## src/rtl/tartaruga_pkg.sv

```systemverilog
// Shared types for the tartaruga core memory path: arbiter state, owner tag and the
// latched downstream request payload.
package tartaruga_pkg;

  localparam int unsigned TARTARUGA_ADDR_W = 32;
  localparam int unsigned TARTARUGA_DATA_W = 32;
  localparam int unsigned TARTARUGA_BE_W   = TARTARUGA_DATA_W / 8;

  typedef enum logic [1:0] {
    ARB_IDLE  = 2'd0,
    ARB_ISSUE = 2'd1,
    ARB_WAIT  = 2'd2
  } arb_state_e;

  typedef enum logic {
    OWNER_IF = 1'b0,
    OWNER_DM = 1'b1
  } arb_owner_e;

  typedef struct packed {
    logic [TARTARUGA_ADDR_W-1:0] addr;
    logic                        we;
    logic [TARTARUGA_DATA_W-1:0] wdata;
    logic [TARTARUGA_BE_W-1:0]   be;
  } mem_req_t;

endpackage

```

## src/rtl/mem_arb_picker.sv

```systemverilog
// Winner selection for the shared memory port: data beats fetch, except that with
// TARTARUGA_ARB_FAIRNESS_EN defined a starvation counter hands fetch a turn.
module mem_arb_picker #(
  parameter int unsigned STARVE_LIMIT = 4
) (
  input  logic clk_i,
  input  logic rst_i,
  input  logic pick_en_i,
  input  logic if_req_i,
  input  logic if_pending_i,
  input  logic dm_req_i,
  output logic if_win_c,
  output logic dm_win_c
);

`ifdef TARTARUGA_ARB_FAIRNESS_EN
  localparam int unsigned CNT_W = $clog2(STARVE_LIMIT + 1);

  logic [CNT_W-1:0] starve_q;
  logic [CNT_W-1:0] starve_d;
  logic             starve_full;

  assign starve_full = (starve_q == CNT_W'(STARVE_LIMIT));

  // Counts data grants that left a fetch request waiting; saturates at the limit.
  always_comb begin
    dm_win_c = pick_en_i && dm_req_i && !(starve_full && if_req_i);
    if_win_c = pick_en_i && if_req_i && !dm_win_c;
    starve_d = starve_q;
    if (if_win_c) begin
      starve_d = '0;
    end else if (dm_win_c) begin
      if (!if_pending_i) begin
        starve_d = '0;
      end else if (!starve_full) begin
        starve_d = starve_q + CNT_W'(1);
      end
    end
  end

  always_ff @(posedge clk_i) begin
    if (rst_i) begin
      starve_q <= '0;
    end else begin
      starve_q <= starve_d;
    end
  end
`else
  logic unused_ok;

  assign dm_win_c  = pick_en_i && dm_req_i;
  assign if_win_c  = pick_en_i && if_req_i && !dm_req_i;
  assign unused_ok = ^{clk_i, rst_i, if_pending_i, (STARVE_LIMIT == 0)};
`endif

endmodule

```

## src/rtl/mem_port_arbiter.sv

```systemverilog
// Shares the single-ported memory between fetch and data; one outstanding transaction,
// flush-killed fetch responses are swallowed. Optional fairness: TARTARUGA_ARB_FAIRNESS_EN.
module mem_port_arbiter
  import tartaruga_pkg::*;
#(
  parameter int unsigned ADDR_W       = TARTARUGA_ADDR_W,
  parameter int unsigned DATA_W       = TARTARUGA_DATA_W,
  parameter int unsigned STARVE_LIMIT = 4
) (
  input  logic                clk_i,
  input  logic                rst_i,
  input  logic                flush_i,
  input  logic                if_req_i,
  input  logic [ADDR_W-1:0]   if_addr_i,
  output logic                if_gnt_o,
  output logic                if_rvalid_o,
  output logic [DATA_W-1:0]   if_rdata_o,
  input  logic                dm_req_i,
  input  logic [ADDR_W-1:0]   dm_addr_i,
  input  logic                dm_we_i,
  input  logic [DATA_W-1:0]   dm_wdata_i,
  input  logic [DATA_W/8-1:0] dm_be_i,
  output logic                dm_gnt_o,
  output logic                dm_rvalid_o,
  output logic [DATA_W-1:0]   dm_rdata_o,
  output logic                mem_req_o,
  output logic [ADDR_W-1:0]   mem_addr_o,
  output logic                mem_we_o,
  output logic [DATA_W-1:0]   mem_wdata_o,
  output logic [DATA_W/8-1:0] mem_be_o,
  input  logic                mem_ready_i,
  input  logic                mem_rvalid_i,
  input  logic [DATA_W-1:0]   mem_rdata_i,
  output logic                busy_o
);

  localparam int unsigned BE_W = DATA_W / 8;

  arb_state_e state_q, state_d;
  arb_owner_e owner_q, owner_d;
  mem_req_t   req_q, req_d;
  logic       drop_q, drop_d;

  logic pick_en;
  logic if_win_c;
  logic dm_win_c;
  logic fetch_killed;

  assign pick_en      = (state_q == ARB_IDLE) && !rst_i;
  assign fetch_killed = flush_i && (owner_q == OWNER_IF);

  mem_arb_picker #(
    .STARVE_LIMIT (STARVE_LIMIT)
  ) u_picker (
    .clk_i        (clk_i),
    .rst_i        (rst_i),
    .pick_en_i    (pick_en),
    .if_req_i     (if_req_i && !flush_i),
    .if_pending_i (if_req_i),
    .dm_req_i     (dm_req_i),
    .if_win_c     (if_win_c),
    .dm_win_c     (dm_win_c)
  );

  // Next state, request latch and the combinational grant/response strobes.
  always_comb begin
    state_d     = state_q;
    owner_d     = owner_q;
    req_d       = req_q;
    drop_d      = drop_q;
    if_gnt_o    = 1'b0;
    dm_gnt_o    = 1'b0;
    if_rvalid_o = 1'b0;
    dm_rvalid_o = 1'b0;
    mem_req_o   = 1'b0;

    unique case (state_q)
      ARB_IDLE: begin
        drop_d = 1'b0;
        if (dm_win_c) begin
          dm_gnt_o = 1'b1;
          owner_d  = OWNER_DM;
          req_d    = '{addr:  TARTARUGA_ADDR_W'(dm_addr_i),
                       we:    dm_we_i,
                       wdata: TARTARUGA_DATA_W'(dm_wdata_i),
                       be:    TARTARUGA_BE_W'(dm_be_i)};
          state_d  = ARB_ISSUE;
        end else if (if_win_c) begin
          if_gnt_o = 1'b1;
          owner_d  = OWNER_IF;
          req_d    = '{addr:  TARTARUGA_ADDR_W'(if_addr_i),
                       we:    1'b0,
                       wdata: '0,
                       be:    '0};
          state_d  = ARB_ISSUE;
        end
      end

      ARB_ISSUE: begin
        mem_req_o = 1'b1;
        if (fetch_killed) begin
          drop_d = 1'b1;
        end
        if (mem_ready_i) begin
          state_d = ARB_WAIT;
        end
      end

      ARB_WAIT: begin
        if (fetch_killed) begin
          drop_d = 1'b1;
        end
        if (mem_rvalid_i) begin
          if (owner_q == OWNER_IF) begin
            if_rvalid_o = !(drop_q || flush_i);
          end else begin
            dm_rvalid_o = 1'b1;
          end
          drop_d  = 1'b0;
          state_d = ARB_IDLE;
        end
      end

      default: begin
        state_d = ARB_IDLE;
      end
    endcase

    // Nothing escapes while reset is held, even mid-transaction.
    if (rst_i) begin
      if_gnt_o    = 1'b0;
      dm_gnt_o    = 1'b0;
      if_rvalid_o = 1'b0;
      dm_rvalid_o = 1'b0;
      mem_req_o   = 1'b0;
    end
  end

  always_ff @(posedge clk_i) begin
    if (rst_i) begin
      state_q <= ARB_IDLE;
      owner_q <= OWNER_IF;
      req_q   <= '0;
      drop_q  <= 1'b0;
    end else begin
      state_q <= state_d;
      owner_q <= owner_d;
      req_q   <= req_d;
      drop_q  <= drop_d;
    end
  end

  assign if_rdata_o  = if_rvalid_o ? mem_rdata_i : '0;
  assign dm_rdata_o  = dm_rvalid_o ? mem_rdata_i : '0;
  assign mem_addr_o  = rst_i ? '0 : ADDR_W'(req_q.addr);
  assign mem_we_o    = !rst_i && req_q.we;
  assign mem_wdata_o = rst_i ? '0 : DATA_W'(req_q.wdata);
  assign mem_be_o    = rst_i ? '0 : BE_W'(req_q.be);
  assign busy_o      = !rst_i && (state_q != ARB_IDLE);

endmodule

```

## config.mk

```make
export PLATFORM = sky130hd
export DESIGN_NAME = mem_port_arbiter
export DESIGN_NICKNAME = d
export VERILOG_FILES = /design/src/rtl/tartaruga_pkg.sv /design/src/rtl/mem_arb_picker.sv /design/src/rtl/mem_port_arbiter.sv
export SDC_FILE = /design/constraint.sdc
export NUM_CORES = 1
export LEC_CHECK = 0
export ABC_AREA = 1
export CORE_ASPECT_RATIO = 0.5
export CORE_UTILIZATION = 37
export DETAILED_ROUTE_END_ITERATION = 6
export MAX_ROUTING_LAYER = met4
export PLACE_DENSITY = 0.84
export SYNTH_ARGS = -nofsm -noshare
export SYNTH_HDL_FRONTEND = slang
export SYNTH_SLANG_ARGS = --single-unit
```

## constraint.sdc

```tcl
create_clock -name clk_i -period 2.8 [get_ports clk_i]
set_input_delay 0.56 -clock clk_i [delete_from_list [all_inputs] [get_ports clk_i]]
set_output_delay 0.56 -clock clk_i [all_outputs]
set_load 0.02 [all_outputs]
```

==> run summary, run 1 <==
The flow ran to the end, and the final reports show no timing, DRC or antenna violations. Total count of hold-check failures in the final report: 0. The tools report the count of max-cap constraint violations as 0. The kind of critical path is input port to output pin.

The HPWL after detailed placement is 9.99 mm. The final layout contains 1,104 nets. H-tree level count: 3. In this run the power spent charging and discharging nets is 0.00131 W. Highest clock rate: 369 MHz. The repair_antennas step left the layout with diodes totalling 0. The routed design uses 7.03 mm of met2 wire. The number of DRC violations after detailed-routing iteration 0 is 208, and the standard cell core area is 10,400 um^2. Measured in cells, the most critical reg-to-reg path has a length of 9. Detail-routed via count per cell: 4.37.

Entering global routing, the biggest net connects 74 pins. Worst endpoint data arrival time: 2150 ps. The run gives 0 as the final-report max-slew violation count. After global routing the overflow that remains totals 0.

The required time reported for the critical path endpoint came out at 2240 ps. The logs give 0.00396 W for the overall power of the completed layout and 0.757 for the weighted congestion reported at the end of routability-driven placement. The initial core utilization was 0.388. Counting every net in the synthesized netlist gives 841.

Summing over every cut layer, the via total after detailed routing is 4,819. Summed over all layers, the routed wires come to 13.1 mm. The minimum setup slack among reg-to-reg paths is 730 ps, and the synthesis-stage register bit count is 73.

The worst hold path startpoint was rst_i. Walking the worst path, the cells encountered are clkdlybuf4s50_1 > nand2_1 > nor3_1 > and2_1 > buf_4 > clkdlybuf4s50_1. The sequential power share is 0.339.

For this design the ratio of total power to cell area is 554 nW/um^2. The detail route stage leaves a number of antenna-violating nets equal to 0. The worst register-to-register path ends at req_q[38]. The global routing usage summed across all routing layers was 0.221.

The met3 routed wirelength came out at 700 um. Buffers added to address setup during post-CTS repair amount to 0. For the initial antenna violation count, the log shows 0. The uppermost layer routed was met4. Measured along the x axis, the die boundary spans 149 um.

The run gives 4 as the detailed-router iteration count before antenna repair. The largest delay contributor family on the critical path is buffers and inverters. The floorplan has 26 rows. The number of global-route vias before repair is 4,148, and the mean cell area of the mapped netlist is 5.79 um^2. The biggest cell delay along the critical path was 640 ps. The clock tree root driver cell is sky130_fd_sc_hd__clkbuf_16. Slowest cell on the critical path: sky130_fd_sc_hd__clkdlybuf4s50_1. Together, buffers and inverters on the worst path number 3.

The part of the total power dissipated in combinational logic was 0.364. Counting every sink on the clock net gives 73. The run gives 0 as the residual DRC count. Distinct cell type count after synthesis: 22.

The longest clock path from root to sink contains 2 buffers. For the clock latency of the later-clocked register in the worst-skew pair, the log shows 330 ps. The fraction of layout cells with a size suffix above 1 was 0.0468; the final period demand of the worst path was 2710 ps. Sequential-to-total area share from yosys stat: 0.363. The die extent in y works out to 75.7 um. The area growth from synthesis to layout was 77.6%; the worst clock skew was 11.0 ps.

Counting buffers and inverters, the worst setup path is 6 cells deep. Clock-pin slew was measured on the worst setup and hold paths at 50 ps. During synthesis, Yosys emitted a total of 0 warnings. The mapped cell area was 4020 um^2; the leakage power was 3.67 nW.

Share of total power consumed by net switching: 0.330. The most common cell after layout, fill and taps aside is sky130_fd_sc_hd__clkdlybuf4s50_1. The clock network power share was 0.297.

STA classifies the critical path startpoint as an input port. The highest fanout seen on the critical path works out to 3. The worst-case IR drop observed on VDD is 0.372 mV. During I/O placement, the number of pins put on the boundary was 279. The run gives 11,300 um^2 as the overall die area. The worst setup path is captured at an output pin. Setup repair after global routing left no endpoint under its margin. The worst register-to-register path begins at state_q[0]. The average detailed-routed wire length per instance came out at 11.9 um.

Remaining max-slew budget at the tightest pin: 0.566. The detailed router put a total of 5.14 mm of wire on met1. The first global-routing pass estimated 19.2 mm of wire. Buffers inserted during clock tree synthesis total 9. By instance count, the cell type seen most on the critical path is sky130_fd_sc_hd__clkdlybuf4s50_1.

The worst hold path belongs to the class input port to flip-flop. After technology mapping, the gate count stands at 695. For the pin with the worst max-slew slack, the measured transition is 651 ps.

TritonCTS built the clock tree. Cell internal power was estimated by the tool at 0.00265 W. Count of input and output buffers: 278. The post-route clock period utilization was 0.967. The worst-case hold path end point is drop_q. In the layout the commonest cells are 213 x sky130_fd_sc_hd__clkdlybuf4s50_1, 203 x sky130_fd_sc_hd__nor2_1, 200 x sky130_fd_sc_hd__nand2_1.

The hold-critical path depth was 2; the total of endpoints with negative setup slack in the final report was 0. The run gives 0.689 as the core occupancy in the finished layout.
==> routing by layer <==
| layer | track usage | up-vias |
|---|---|---|
| li1 | - | 2520 |
| met2 | 0.422 | 141 |
| met5 | - | - |
| met1 | 0.232 | 2133 |
| met3 | 0.0443 | 25 |
| met4 | 0.0782 | 0 |
==> worst max-delay path by stage <==
stage / from / slack [ps] / to
floorplan: state_q[0] / 360 / dm_rdata_o[10]
global placement: mem_rvalid_i / -90 / dm_rdata_o[2]
detailed placement: mem_rvalid_i / -130 / dm_rdata_o[2]
CTS: mem_rvalid_i / 80 / if_rvalid_o
global route: mem_rvalid_i / 20 / if_rvalid_o
finish: mem_rvalid_i / 90 / if_rvalid_o
==> metrics by stage <==
| stage | setup WS (ps) | instances | hold slack (ps) | TNS (ps) | area (um^2) |
|---|---|---|---|---|---|
| after floorplan | 362 | 695 | 474 | 0 | 4020 |
| after detailed placement | -127 | 1087 | 498 | -4790 | 6910 |
| after CTS | 78.5 | 1102 | 489 | 0 | 7150 |
| final | 91.9 | 1102 | 501 | 0 | 7150 |
| after global placement | -92.3 | 1087 | 494 | -3550 | 6910 |
| after global routing | 19.8 | 1102 | 507 | 0 | 7150 |
==> synth_stat cells (all sizes together) <==
library cell | number | area (um^2)
dfxtp | 73 | 1460
nor3 | 3 | 15.0
ha | 6 | 75.1
nor2 | 204 | 768
nand2 | 211 | 825
and2 | 1 | 6.26
a21oi | 4 | 20.0
o22ai | 1 | 6.26
buf | 27 | 158
clkbuf | 10 | 37.5
inv | 116 | 435
nand3 | 5 | 42.5
o31ai | 1 | 7.51
o21ai | 33 | 165
==> what timing repair did <==
action,in CTS,in global routing
gates resized for setup,64,0
hold buffers,0,0
endpoints found under the hold margin,0,0
endpoints found under the setup margin,64,0
==> cells by family after synthesis <==
logic type,Yosys count,synth area share
AOI/OAI and AO/OA,39,0.0495
adders and majority gates,6,0.0187
buffers and inverters,153,0.157
DFF,73,0.363
and+or+nand+nor,424,0.412
==> cell type report <==
type / count / area [um^2]
well taps: 140 / 175
multi-input cells: 469 / 1930
fillers: 915 / 3230
clock buffers: 12 / 267
repair buffers: 289 / 2830
clock inverters: 3 / 46.3
inverters: 116 / 435
flip-flops and latches: 73 / 1460
==> power by group through the flow <==
stage	combinational, W	sequential [W]	clock (W)
after floorplan	0.000856	0.00134	0
after global placement	0.00143	0.00135	0
after detailed placement	0.00146	0.00136	0
after CTS	0.00146	0.00134	0.00120
after global routing	0.00159	0.00136	0.00125
final	0.00144	0.00134	0.00118
==> registers in the layout, indices dropped and copies added (netlist names) <==
register and count:
drop_q 1, owner_q 1, req_q 69, state_q 2
Note: power is estimated with default switching activity, not from simulation.
==> inputs of run 2 (changes only) <==
==> constraint.sdc (replaced) <==
create_clock -name clk_i -period 3.5 [get_ports clk_i]
set_input_delay 0.7 -clock clk_i [delete_from_list [all_inputs] [get_ports clk_i]]
set_output_delay 0.7 -clock clk_i [all_outputs]
set_load 0.02 [all_outputs]
==> run 2 against run 1 <==
  * Sequential cell count stayed put
  * Non-clock buffer count is 3 lower
  * First-iteration DRC count is 2.9% lower
  * Largest cell class unchanged
  * Wire length is 1.7% higher
==> run summary, run 2 (same netlist as run 1, synthesis figures left out) <==
Number of rows created at floorplan: 26. The top cell types in the final layout, fill and taps aside, are 277 x sky130_fd_sc_hd__clkdlybuf4s50_1, 203 x sky130_fd_sc_hd__nor2_1, 200 x sky130_fd_sc_hd__nand2_1. Routability-driven placement finished with a final weighted congestion of 0.779.

After the first detailed-routing iteration, the DRC count stood at 202. Dividing the detail-routed via count by the number of cells gives 4.38. In this run, CTS created clock tree buffers numbering 9. The average detailed-routed wire length per instance came out at 12.1 um. In this run the horizontal extent of the chip is 149 um. The floorplan step defined a core boundary enclosing 10,400 um^2.

The worst setup path is of the input port to output pin kind. In this run the deepest clock path goes through 2 buffers. The residual DRC count came out at 0. 0 antenna diodes ended up in the layout. The run gives 279 as the number of primary I/O pins. The total overflow left after global routing is 0. The H-tree was split into 3 levels. The type of the worst min-delay path was flip-flop to flip-flop.

The required time reported for the critical path endpoint is 2800 ps, and the final period demand of the worst path is 3250 ps. The die covers 11,300 um^2. The routed layout has 4,818 vias.

The fraction of layout cells with a size suffix above 1 was 0.0448. The number of cells in the finished layout apart from fillers was 1,100; the half-perimeter wire length after detailed placement was 10.1 mm. The biggest cell delay along the critical path is 610 ps, and the number of hold-repair buffers added at the cts stage is 0. Across the run, the number of max-cap violations was 0. The largest register by flop count is req_q. Number of global-route vias before repair: 4,098. The floorplan step set the die height to 75.7 um. For this design the static power due to leakage is 3.32 nW.

Across all hold checks on the routed design, the worst slack comes to 510 ps. The run gives 0 as the initial antenna violation count. STA classifies the critical path startpoint as an input port.

The global routing usage summed across all routing layers was 0.226; the initial core utilization was 0.388. Clock tree root driver cell: sky130_fd_sc_hd__clkbuf_16. For the total count of hold-check failures in the final report, the log shows 0. Setup repair after global routing left no endpoint under its margin. Clock-pin slew was measured on the worst setup and hold paths at 60 ps.

The post-route setup TNS came out at 0 ps. TritonCTS built the clock tree. The count of input and output buffers is 278. The remaining max-slew budget at the tightest pin is 0.546, and the highest fanout seen on the critical path is 32. VDD sags by at most 0.284 mV. For the final-report max-slew violation count, the log shows 0.

For the instance count after placement with tap cells included, the log shows 1,084. The number of nets still failing antenna checks after routing was 0; the post-route clock period utilization was 0.929. The run gives 19.5 mm as the wire length of the first global-routing pass.

Setup violations remaining at the end of the flow were counted as 0. The library cell used most frequently in the layout, excluding fill and tap cells, is sky130_fd_sc_hd__clkdlybuf4s50_1. Total wire length: 13.3 mm. The run gives 0 as the number of gates resized after cts. The flip-flop count of the largest register after layout works out to 69. The clock reaches the later pin of the worst-skew pair after 330 ps.

In the final design database the tool counted 1,101 nets. Area growth from synthesis to layout: 77.7%. Timing would allow up to 308 MHz.

The run gives 73 as the number of clock sinks seen by CTS. The first detailed-routing pass ran for 5 iterations. The clock arrives with 6.30 ps of skew. For the maximum number of pins on one net before global-route repair, the log shows 74.

For the worst setup path, the data arrival time is 2550 ps. Counting stages on the worst path, the most repeated cell is sky130_fd_sc_hd__clkdlybuf4s50_1. The slowest stage of the critical path is the sky130_fd_sc_hd__clkdlybuf4s50_1 cell.

At the pin with the least slew margin, the transition time is 681 ps. The tools report the critical path endpoint category as an output pin. The largest registers in the layout are req_q: 69 flops, state_q: 2 flops. In this run the power density over the cells is 438 nW/um^2. Buffers added to address setup during post-CTS repair amount to 0. The run finished with clean final reports.

The signal on the critical path passes through clkdlybuf4s50_1 > nand2_1 > nor3_1 > and2_1 > inv_1 > buf_4 > nor2_1 > clkdlybuf4s50_1.
run 2: critical path: cells and delay by family:
kind	cells	cell delay, ps
buffers and inverters	4	1370
and+or+nand+nor	4	470
run 2: where the power goes:
| part | internal [W] | switching (W) | total [W] |
|---|---|---|---|
| logic | 0.000507 | 0.000646 | 0.00115 |
| registers | 0.00101 | 0.0000702 | 0.00108 |
| clock network | 0.000551 | 0.000353 | 0.000904 |
| total | 0.00206 | 0.00107 | 0.00313 |
run 2: final cells by class:
cell class	count	area (um^2)
multi-input cells	469	1930
clock inverters	7	70.1
clock buffers	9	225
repair buffers	286	2850
inverters	116	435
flip-flops and latches	73	1460
fillers	909	3230
well taps	140	175
run 2: per-layer routing:
layer / part of all wire / vias up / GRT usage
met1: 0.39 / 2127 / 0.238
li1: - / 2515 / -
met3: 0.057 / 30 / 0.0485
met4: 0.025 / 0 / 0.0862
met5: 0 / - / -
met2: 0.53 / 146 / 0.423
run 2: stage by stage:
step | cell area [um^2] | utilization | setup slack, ps | power (W)
global route | 7150 | 0.689 | 113 | 0.00333
finish | 7150 | 0.689 | 250 | 0.00313
detailed placement | 6850 | 0.660 | 243 | 0.00224
global placement | 6850 | 0.660 | 287 | 0.00221
floorplan | 4020 | - | 820 | 0.00176
CTS | 7150 | 0.689 | 239 | 0.00316
run 2: final timing paths:
check	end	slack (ps)	cells after the start	startpoint
setup / recovery	if_rdata_o[15]	250	8	mem_rvalid_i
hold reg to reg	req_q[20]	510	4	req_q[20]
setup reg to reg	req_q[60]	1130	9	state_q[0]
hold / removal	req_q[20]	510	4	req_q[20]
